File: src/rtl/motion_update_velocity_ctrl_if.sv
// Bundles the velocity motion-update controller's request, cache-read and
// velocity-broadcast signals. The master modport is the controller; the
// slave modport is the surrounding cache and broadcast fabric.
//   start                         request to run one velocity update
//   out_rd_cell/_address/_rden    velocity and force cache read request
//   in_particle_info/in_force     cache readouts, 2 cycles after a read
//   in_dst_cell                   destination cell, aligned with readouts
//   out_motion_update_enable      high for the whole broadcast window
//   out_data/_dst_cell/_valid     new velocity and its destination cell
//   out_busy/out_done             run status and completion pulse
interface motion_update_velocity_ctrl_if #(
  parameter int unsigned DATA_WIDTH    = 32,
  parameter int unsigned ADDR_WIDTH    = 8,
  parameter int unsigned CELL_ID_WIDTH = 4
);
  logic                         start;
  logic [3*CELL_ID_WIDTH-1:0]   out_rd_cell;
  logic [ADDR_WIDTH-1:0]        out_rd_address;
  logic                         out_rden;
  logic [3*DATA_WIDTH-1:0]      in_particle_info;
  logic [3*DATA_WIDTH-1:0]      in_force;
  logic [3*CELL_ID_WIDTH-1:0]   in_dst_cell;
  logic                         out_motion_update_enable;
  logic [3*DATA_WIDTH-1:0]      out_data;
  logic [3*CELL_ID_WIDTH-1:0]   out_data_dst_cell;
  logic                         out_data_valid;
  logic                         out_busy;
  logic                         out_done;

  modport master (
    input  start, in_particle_info, in_force, in_dst_cell,
    output out_rd_cell, out_rd_address, out_rden, out_motion_update_enable,
           out_data, out_data_dst_cell, out_data_valid, out_busy, out_done
  );

  modport slave (
    output start, in_particle_info, in_force, in_dst_cell,
    input  out_rd_cell, out_rd_address, out_rden, out_motion_update_enable,
           out_data, out_data_dst_cell, out_data_valid, out_busy, out_done
  );
endinterface

File: src/rtl/motion_update_velocity_ctrl.sv
// Velocity motion-update controller. Walks every cell of the grid (z fastest,
// then y, then x), reads the particle count at address 0 and then each
// particle's velocity and force, and broadcasts v + (f >>> DT_SHIFT) with the
// particle's destination cell.
//   clk, rst   single clock, synchronous active-high reset
//   bus        motion_update_velocity_ctrl_if master modport
module motion_update_velocity_ctrl #(
  parameter int unsigned DATA_WIDTH    = 32,
  parameter int unsigned ADDR_WIDTH    = 8,
  parameter int unsigned CELL_ID_WIDTH = 4,
  parameter int unsigned X_DIM         = 3,
  parameter int unsigned Y_DIM         = 3,
  parameter int unsigned Z_DIM         = 3,
  parameter int unsigned DT_SHIFT      = 4
) (
  input  logic clk,
  input  logic rst,
  motion_update_velocity_ctrl_if.master bus
);

  localparam int unsigned CW    = CELL_ID_WIDTH;
  localparam int unsigned VEC_W = 3 * DATA_WIDTH;
  localparam int unsigned CEL_W = 3 * CELL_ID_WIDTH;
  localparam logic [CW-1:0] X_LAST = CW'(X_DIM);
  localparam logic [CW-1:0] Y_LAST = CW'(Y_DIM);
  localparam logic [CW-1:0] Z_LAST = CW'(Z_DIM);
  localparam logic [CW-1:0] ID_ONE = CW'(1);

  typedef enum logic [2:0] {
    S_IDLE, S_READ_NUM, S_WAIT_NUM, S_READ_PARTICLES, S_NEXT_CELL, S_DRAIN, S_FINISH
  } state_e;

  state_e                state_q, state_d;
  logic [1:0]            wait_q, wait_d;
  logic [ADDR_WIDTH-1:0] count_q, count_d;
  logic [ADDR_WIDTH-1:0] addr_q, addr_d;
  logic [CW-1:0]         cx_q, cy_q, cz_q, cx_d, cy_d, cz_d;
  logic                  rden_q, rden_d;
  logic                  busy_q, busy_d;
  logic                  en_q, en_d;
  logic                  done_q, done_d;
  logic                  rd_s1_q, rd_s2_q;
  logic                  valid_q;
  logic [VEC_W-1:0]      data_q;
  logic [CEL_W-1:0]      dst_q;
  logic [VEC_W-1:0]      vnew_c;
  logic [ADDR_WIDTH-1:0] num_c;
  logic                  last_cell_c;

  assign num_c       = bus.in_particle_info[ADDR_WIDTH-1:0];
  assign last_cell_c = (cx_q == X_LAST) && (cy_q == Y_LAST) && (cz_q == Z_LAST);

  // State register
  always_ff @(posedge clk) begin
    if (rst) state_q <= S_IDLE;
    else     state_q <= state_d;
  end

  // Next-state logic
  always_comb begin
    state_d = state_q;
    unique case (state_q)
      S_IDLE:           if (bus.start) state_d = S_READ_NUM;
      S_READ_NUM:       state_d = S_WAIT_NUM;
      // Count arrives on the second wait cycle
      S_WAIT_NUM:       if (wait_q == 2'd1)
                          state_d = (num_c == '0) ? S_NEXT_CELL : S_READ_PARTICLES;
      S_READ_PARTICLES: if (addr_q == count_q) state_d = S_NEXT_CELL;
      S_NEXT_CELL:      state_d = last_cell_c ? S_DRAIN : S_READ_NUM;
      // Leave once nothing is left in the cache pipeline
      S_DRAIN:          if (!rd_s1_q && !rd_s2_q) state_d = S_FINISH;
      S_FINISH:         if (wait_q == 2'd2) state_d = S_IDLE;
      default:          state_d = S_IDLE;
    endcase
  end

  // Output/counter next values, all registered below
  always_comb begin
    wait_d  = (state_d == state_q) ? wait_q + 2'd1 : 2'd0;
    count_d = count_q;
    addr_d  = '0;
    cx_d    = cx_q;
    cy_d    = cy_q;
    cz_d    = cz_q;
    rden_d  = (state_d == S_READ_NUM) || (state_d == S_READ_PARTICLES);
    busy_d  = (state_d != S_IDLE);
    en_d    = (state_d != S_IDLE) && (state_d != S_FINISH);
    done_d  = (state_q == S_FINISH) && (state_d == S_IDLE);

    if ((state_q == S_WAIT_NUM) && (state_d == S_READ_PARTICLES)) count_d = num_c;

    if (state_d == S_READ_PARTICLES)
      addr_d = (state_q == S_READ_PARTICLES) ? addr_q + ADDR_WIDTH'(1) : ADDR_WIDTH'(1);

    if ((state_q == S_IDLE) && (state_d == S_READ_NUM)) begin
      cx_d = ID_ONE;
      cy_d = ID_ONE;
      cz_d = ID_ONE;
    end else if ((state_q == S_NEXT_CELL) && !last_cell_c) begin
      // z wraps into y, y wraps into x
      if (cz_q == Z_LAST) begin
        cz_d = ID_ONE;
        if (cy_q == Y_LAST) begin
          cy_d = ID_ONE;
          cx_d = cx_q + ID_ONE;
        end else begin
          cy_d = cy_q + ID_ONE;
        end
      end else begin
        cz_d = cz_q + ID_ONE;
      end
    end else if (done_d) begin
      cx_d = '0;
      cy_d = '0;
      cz_d = '0;
    end
  end

  always_ff @(posedge clk) begin
    if (rst) begin
      wait_q  <= '0;
      count_q <= '0;
      addr_q  <= '0;
      cx_q    <= '0;
      cy_q    <= '0;
      cz_q    <= '0;
      rden_q  <= 1'b0;
      busy_q  <= 1'b0;
      en_q    <= 1'b0;
      done_q  <= 1'b0;
    end else begin
      wait_q  <= wait_d;
      count_q <= count_d;
      addr_q  <= addr_d;
      cx_q    <= cx_d;
      cy_q    <= cy_d;
      cz_q    <= cz_d;
      rden_q  <= rden_d;
      busy_q  <= busy_d;
      en_q    <= en_d;
      done_q  <= done_d;
    end
  end

  // Per-component v + (f >>> DT_SHIFT), wrapping at DATA_WIDTH
  always_comb begin
    vnew_c = '0;
    for (int i = 0; i < 3; i++) begin
      vnew_c[i*DATA_WIDTH +: DATA_WIDTH] = DATA_WIDTH'(
        $signed(bus.in_particle_info[i*DATA_WIDTH +: DATA_WIDTH]) +
        ($signed(bus.in_force[i*DATA_WIDTH +: DATA_WIDTH]) >>> DT_SHIFT));
    end
  end

  // Particle-read tracking through the 2-cycle cache plus output register
  always_ff @(posedge clk) begin
    if (rst) begin
      rd_s1_q <= 1'b0;
      rd_s2_q <= 1'b0;
      valid_q <= 1'b0;
      data_q  <= '0;
      dst_q   <= '0;
    end else begin
      rd_s1_q <= rden_q && (addr_q != '0);
      rd_s2_q <= rd_s1_q;
      valid_q <= rd_s2_q;
      data_q  <= rd_s2_q ? vnew_c : '0;
      dst_q   <= rd_s2_q ? bus.in_dst_cell : '0;
    end
  end

  assign bus.out_rd_cell              = {cx_q, cy_q, cz_q};
  assign bus.out_rd_address           = addr_q;
  assign bus.out_rden                 = rden_q;
  assign bus.out_motion_update_enable = en_q;
  assign bus.out_data                 = data_q;
  assign bus.out_data_dst_cell        = dst_q;
  assign bus.out_data_valid           = valid_q;
  assign bus.out_busy                 = busy_q;
  assign bus.out_done                 = done_q;

endmodule

File: src/flat_wrapper.sv
// flat-port wrapper written by rule: the top's interface ports become plain ports
module motion_update_velocity_ctrl_flat 
#(
  parameter int unsigned DATA_WIDTH    = 32,
  parameter int unsigned ADDR_WIDTH    = 8,
  parameter int unsigned CELL_ID_WIDTH = 4,
  parameter int unsigned X_DIM         = 3,
  parameter int unsigned Y_DIM         = 3,
  parameter int unsigned Z_DIM         = 3,
  parameter int unsigned DT_SHIFT      = 4
)
  (clk, rst, bus_start, bus_in_particle_info, bus_in_force, bus_in_dst_cell, bus_out_rd_cell, bus_out_rd_address, bus_out_rden, bus_out_motion_update_enable, bus_out_data, bus_out_data_dst_cell, bus_out_data_valid, bus_out_busy, bus_out_done);
  motion_update_velocity_ctrl_if #(.DATA_WIDTH(DATA_WIDTH), .ADDR_WIDTH(ADDR_WIDTH), .CELL_ID_WIDTH(CELL_ID_WIDTH)) bus_i ();
  input  logic clk;
  input  logic rst;
  input wire logic [$bits(bus_i.start)-1:0] bus_start;
  input wire logic [$bits(bus_i.in_particle_info)-1:0] bus_in_particle_info;
  input wire logic [$bits(bus_i.in_force)-1:0] bus_in_force;
  input wire logic [$bits(bus_i.in_dst_cell)-1:0] bus_in_dst_cell;
  output wire logic [$bits(bus_i.out_rd_cell)-1:0] bus_out_rd_cell;
  output wire logic [$bits(bus_i.out_rd_address)-1:0] bus_out_rd_address;
  output wire logic [$bits(bus_i.out_rden)-1:0] bus_out_rden;
  output wire logic [$bits(bus_i.out_motion_update_enable)-1:0] bus_out_motion_update_enable;
  output wire logic [$bits(bus_i.out_data)-1:0] bus_out_data;
  output wire logic [$bits(bus_i.out_data_dst_cell)-1:0] bus_out_data_dst_cell;
  output wire logic [$bits(bus_i.out_data_valid)-1:0] bus_out_data_valid;
  output wire logic [$bits(bus_i.out_busy)-1:0] bus_out_busy;
  output wire logic [$bits(bus_i.out_done)-1:0] bus_out_done;
  assign bus_i.start = bus_start;
  assign bus_i.in_particle_info = bus_in_particle_info;
  assign bus_i.in_force = bus_in_force;
  assign bus_i.in_dst_cell = bus_in_dst_cell;
  assign bus_out_rd_cell = bus_i.out_rd_cell;
  assign bus_out_rd_address = bus_i.out_rd_address;
  assign bus_out_rden = bus_i.out_rden;
  assign bus_out_motion_update_enable = bus_i.out_motion_update_enable;
  assign bus_out_data = bus_i.out_data;
  assign bus_out_data_dst_cell = bus_i.out_data_dst_cell;
  assign bus_out_data_valid = bus_i.out_data_valid;
  assign bus_out_busy = bus_i.out_busy;
  assign bus_out_done = bus_i.out_done;
  motion_update_velocity_ctrl #(.DATA_WIDTH(DATA_WIDTH), .ADDR_WIDTH(ADDR_WIDTH), .CELL_ID_WIDTH(CELL_ID_WIDTH), .X_DIM(X_DIM), .Y_DIM(Y_DIM), .Z_DIM(Z_DIM), .DT_SHIFT(DT_SHIFT)) u_core (.clk(clk), .rst(rst), .bus(bus_i));
endmodule
File: config.mk
export PLATFORM = sky130hd
export DESIGN_NAME = motion_update_velocity_ctrl_flat
export DESIGN_NICKNAME = d
export VERILOG_FILES = /design/src/rtl/motion_update_velocity_ctrl_if.sv /design/src/rtl/motion_update_velocity_ctrl.sv /design/src/flat_wrapper.sv
export SDC_FILE = /design/constraint.sdc
export NUM_CORES = 1
export LEC_CHECK = 0
export CORE_UTILIZATION = 44
export CTS_CLUSTER_SIZE = 12
export DETAILED_ROUTE_END_ITERATION = 7
export PLACE_DENSITY = 0.86
export SYNTH_ARGS = -nofsm -noshare
export SYNTH_HDL_FRONTEND = slang
export SYNTH_SLANG_ARGS = --single-unit
File: constraint.sdc
create_clock -name clk -period 4.1 [get_ports clk]
set_input_delay 1.025 -clock clk [delete_from_list [all_inputs] [get_ports clk]]
set_output_delay 1.025 -clock clk [all_outputs]
set_load 0.005 [all_outputs]
==> flow_metrics.env <==
export IMPL_status="complete, no violations"
export IMPL_gp_congestion=0.947
export IMPL_worstMarginPinSlew_ns=0.688
export IMPL_synthCells=1095
export IMPL_core_um2=20400
export IMPL_syn_num_nets=1405
export IMPL_fin_ws_ns=0.372
export IMPL_max_cap_viol_count=0
export IMPL_relSlewSlack=0.539
export IMPL_overflow=0
export IMPL_synth_edff_count=0
export IMPL_hpwlAfterDp_um=22900
export IMPL_ys_flop_type="dfxtp_1"
export IMPL_ys_seq_area_frac=0.322
export IMPL_num_vias=9333
export IMPL_post_cts_buffers=0
export IMPL_yosysWarnings=0
export IMPL_die_w_um=147
export IMPL_ir_drop_mv=0.255
export IMPL_syn_to_final_growth_pct=46.4
export IMPL_grt_max_degree=52
export IMPL_grt_pass1_vias=9283
export IMPL_fin_crit_ns=3.73
export IMPL_grt_pass1_wl_um=45900
export IMPL_cellLeakagePower_nw=5.48
export IMPL_slowest_delay_ns=0.48
export IMPL_start_util=0.451
export IMPL_n_fill_cell=1612
export IMPL_worstSetupEndpointType="flop"
export IMPL_clockRootBuffer="clkbuf_16"
export IMPL_cts_htree_levels=4
export IMPL_async_flop_share=0
export IMPL_dr_pass1_iters=5
export IMPL_cts_resized=0
export IMPL_ioPinCount=340
export IMPL_critical_path_slowest_cell="clkdlybuf4s50_1"
export IMPL_grt_total_usage=0.269
export IMPL_drtAntennaViolNets=0
export IMPL_maxClockFrequency_mhz=268
export IMPL_crit_family="compound AO/OA/AOI/OAI gates"
export IMPL_rsz0062_at_grt="false"
export IMPL_drt_iter0_drc=398
export IMPL_die_h_um=147
export IMPL_cts_buffers=17
export IMPL_setup_violations=0
export IMPL_syn_area_um2=9190
export IMPL_die_area_um2=21500
export IMPL_crit_fanout=3
export IMPL_slew_violations=0
export IMPL_cp_num_buf_inv=2
export IMPL_antenna_cells=0
export IMPL_drive_above_1_share=0.0532
export IMPL_fin_crit_sh=0.909
export IMPL_clkSinkCount=148
export IMPL_cp_cell_sequence="clkdlybuf4s50_1, ha_1, inv_1, fa_1, nor2b_1, o31a_1, o221ai_1, a31o_2, o21ai_1, a21o_1, a21oi_1, o31ai_1, mux2i_1"
export IMPL_arrival_ns=4.08
export IMPL_clk_pin_slew_ns=0.06
export IMPL_cts_path_max_buffers=2
export IMPL_pre_cts_slack_ns=-0.00890
export IMPL_ys_top_cells_by_count="nor2_1, dfxtp_1, ha_1"
export IMPL_synth_area_leaders="dfxtp_1, ha_1, nor2_1"
export IMPL_numPortBuffers=327
export IMPL_avgSynthCellArea_um2=8.40
export IMPL_dpl_cell_area_um2=12800
export IMPL_route_detailed_drc=0
export IMPL_hold_class="reg2reg"
export IMPL_yosysMostFrequentCell="nor2_1"
export IMPL_report_power_total_mw=4.16
export IMPL_postCtsHoldBufs=0
export IMPL_dp_cells=1685
export IMPL_synth_cell_types=68
export IMPL_post_drt_wl_per_cell_um=16.7
export IMPL_worst_ep_required_time_ns=4.45
export IMPL_instances_no_fill=1717
export IMPL_rows=52
export IMPL_viasPerCell=5.44
export IMPL_antenna_found_initial=1
export IMPL_insertion_delay_ns=0.43
export IMPL_skew_ns=0.0101
export IMPL_powerDensity_nw_per_um2=309
export IMPL_start_kind="input port"
export IMPL_nets=1744
export IMPL_cts_tree="yes"
export IMPL_final_cell_area_um2=13500
export IMPL_synth_top_cell_by_area="dfxtp_1"
export IMPL_ys_ff_latch=148
export IMPL_routed_wl_um=28700
export IMPL_critPathKind="in2reg"
export IMPL_hold_viol=0
export IMPL_synth_top_cell_area_share=0.322
through the flow:
step	hold WS [ns]	TNS (ns)	util
2_1_floorplan	0.417	0	-
3_3_place_gp	0.430	0	0.631
3_5_place_dp	0.449	-0.00890	0.631
4_1_cts	0.458	0	0.661
5_1_grt	0.482	0	0.661
6_report	0.454	0	0.661
power by group:
part	internal, mW	switching (mW)
logic	0.542	0.526
clock network	0.990	0.633
registers	1.45	0.0171
layer usage:
metal  part of all wire  track usage
met1               0.40        0.301
met2               0.49        0.477
met3              0.068       0.0619
met4              0.043        0.132
met5            0.00042            0
logic make-up (layout without fill, tap and decap cells):
kind of cell	after synthesis	in the layout	synth area share
XOR/XNOR	87	87	0.0829
flip-flops	148	148	0.322
buffers and inverters	67	419	0.0276
adder cells (fa/ha/maj)	103	103	0.143
multiplexers	11	11	0.0120
AO/OA/AOI/OAI	309	309	0.221
AND/OR/NAND/NOR	370	370	0.192
worst paths after layout:
kind / startpoint / endpoint / slack [ns] / depth (start not counted)
worst max-delay path: bus_in_particle_info[0] / u_core.bus.out_data[30] / 0.37 / 13
worst max register to register: u_core.cy_q[0] / u_core.cx_q[3] / 1.41 / 10
worst min-delay path: u_core.wait_q[0] / u_core.wait_q[0] / 0.45 / 1
worst min register to register: u_core.wait_q[0] / u_core.wait_q[0] / 0.45 / 1
layout by cell type (no fill, tap or decap), types with 12 or more instances in the layout:
master           instances
nand4_1                 14
a21o_1                  46
o21ai_0                 49
o21a_1                  15
inv_1                   43
xor2_1                  40
clkbuf_16               17
nand2b_1                18
nor2b_1                 14
buf_4                   16
a21oi_1                 96
nor2_1                 159
dfxtp_1                148
nand2_1                 52
clkdlybuf4s50_1        327
ha_1                   100
a31oi_1                 12
nand3_1                 29
and2_1                  19
nor3_1                  20
xnor2_1                 47
layout make-up:
| class | count | area (um^2) | share of cell area |
|---|---|---|---|
| Multi-Input combinational cell | 880 | 5990 | 0.445 |
| Timing Repair Buffer | 343 | 3390 | 0.252 |
| Sequential cell | 148 | 2960 | 0.220 |
| Clock buffer | 20 | 457 | 0.0339 |
| Tap cell | 270 | 338 | 0.0251 |
| Inverter | 44 | 165 | 0.0123 |
| Clock inverter | 12 | 154 | 0.0114 |
flip-flops by register name, summed over array words and instances (netlist names), 3 cells and up:
| name | cells |
|---|---|
| u_core.bus.out_data | 96 |
| u_core.count_q | 8 |
| u_core.cz_q | 4 |
| u_core.bus.out_data_dst_cell | 12 |
| u_core.state_q | 3 |
| u_core.cy_q | 4 |
| u_core.bus.out_rd_address | 8 |
| u_core.cx_q | 4 |
Power figures use the tool's default switching activity.
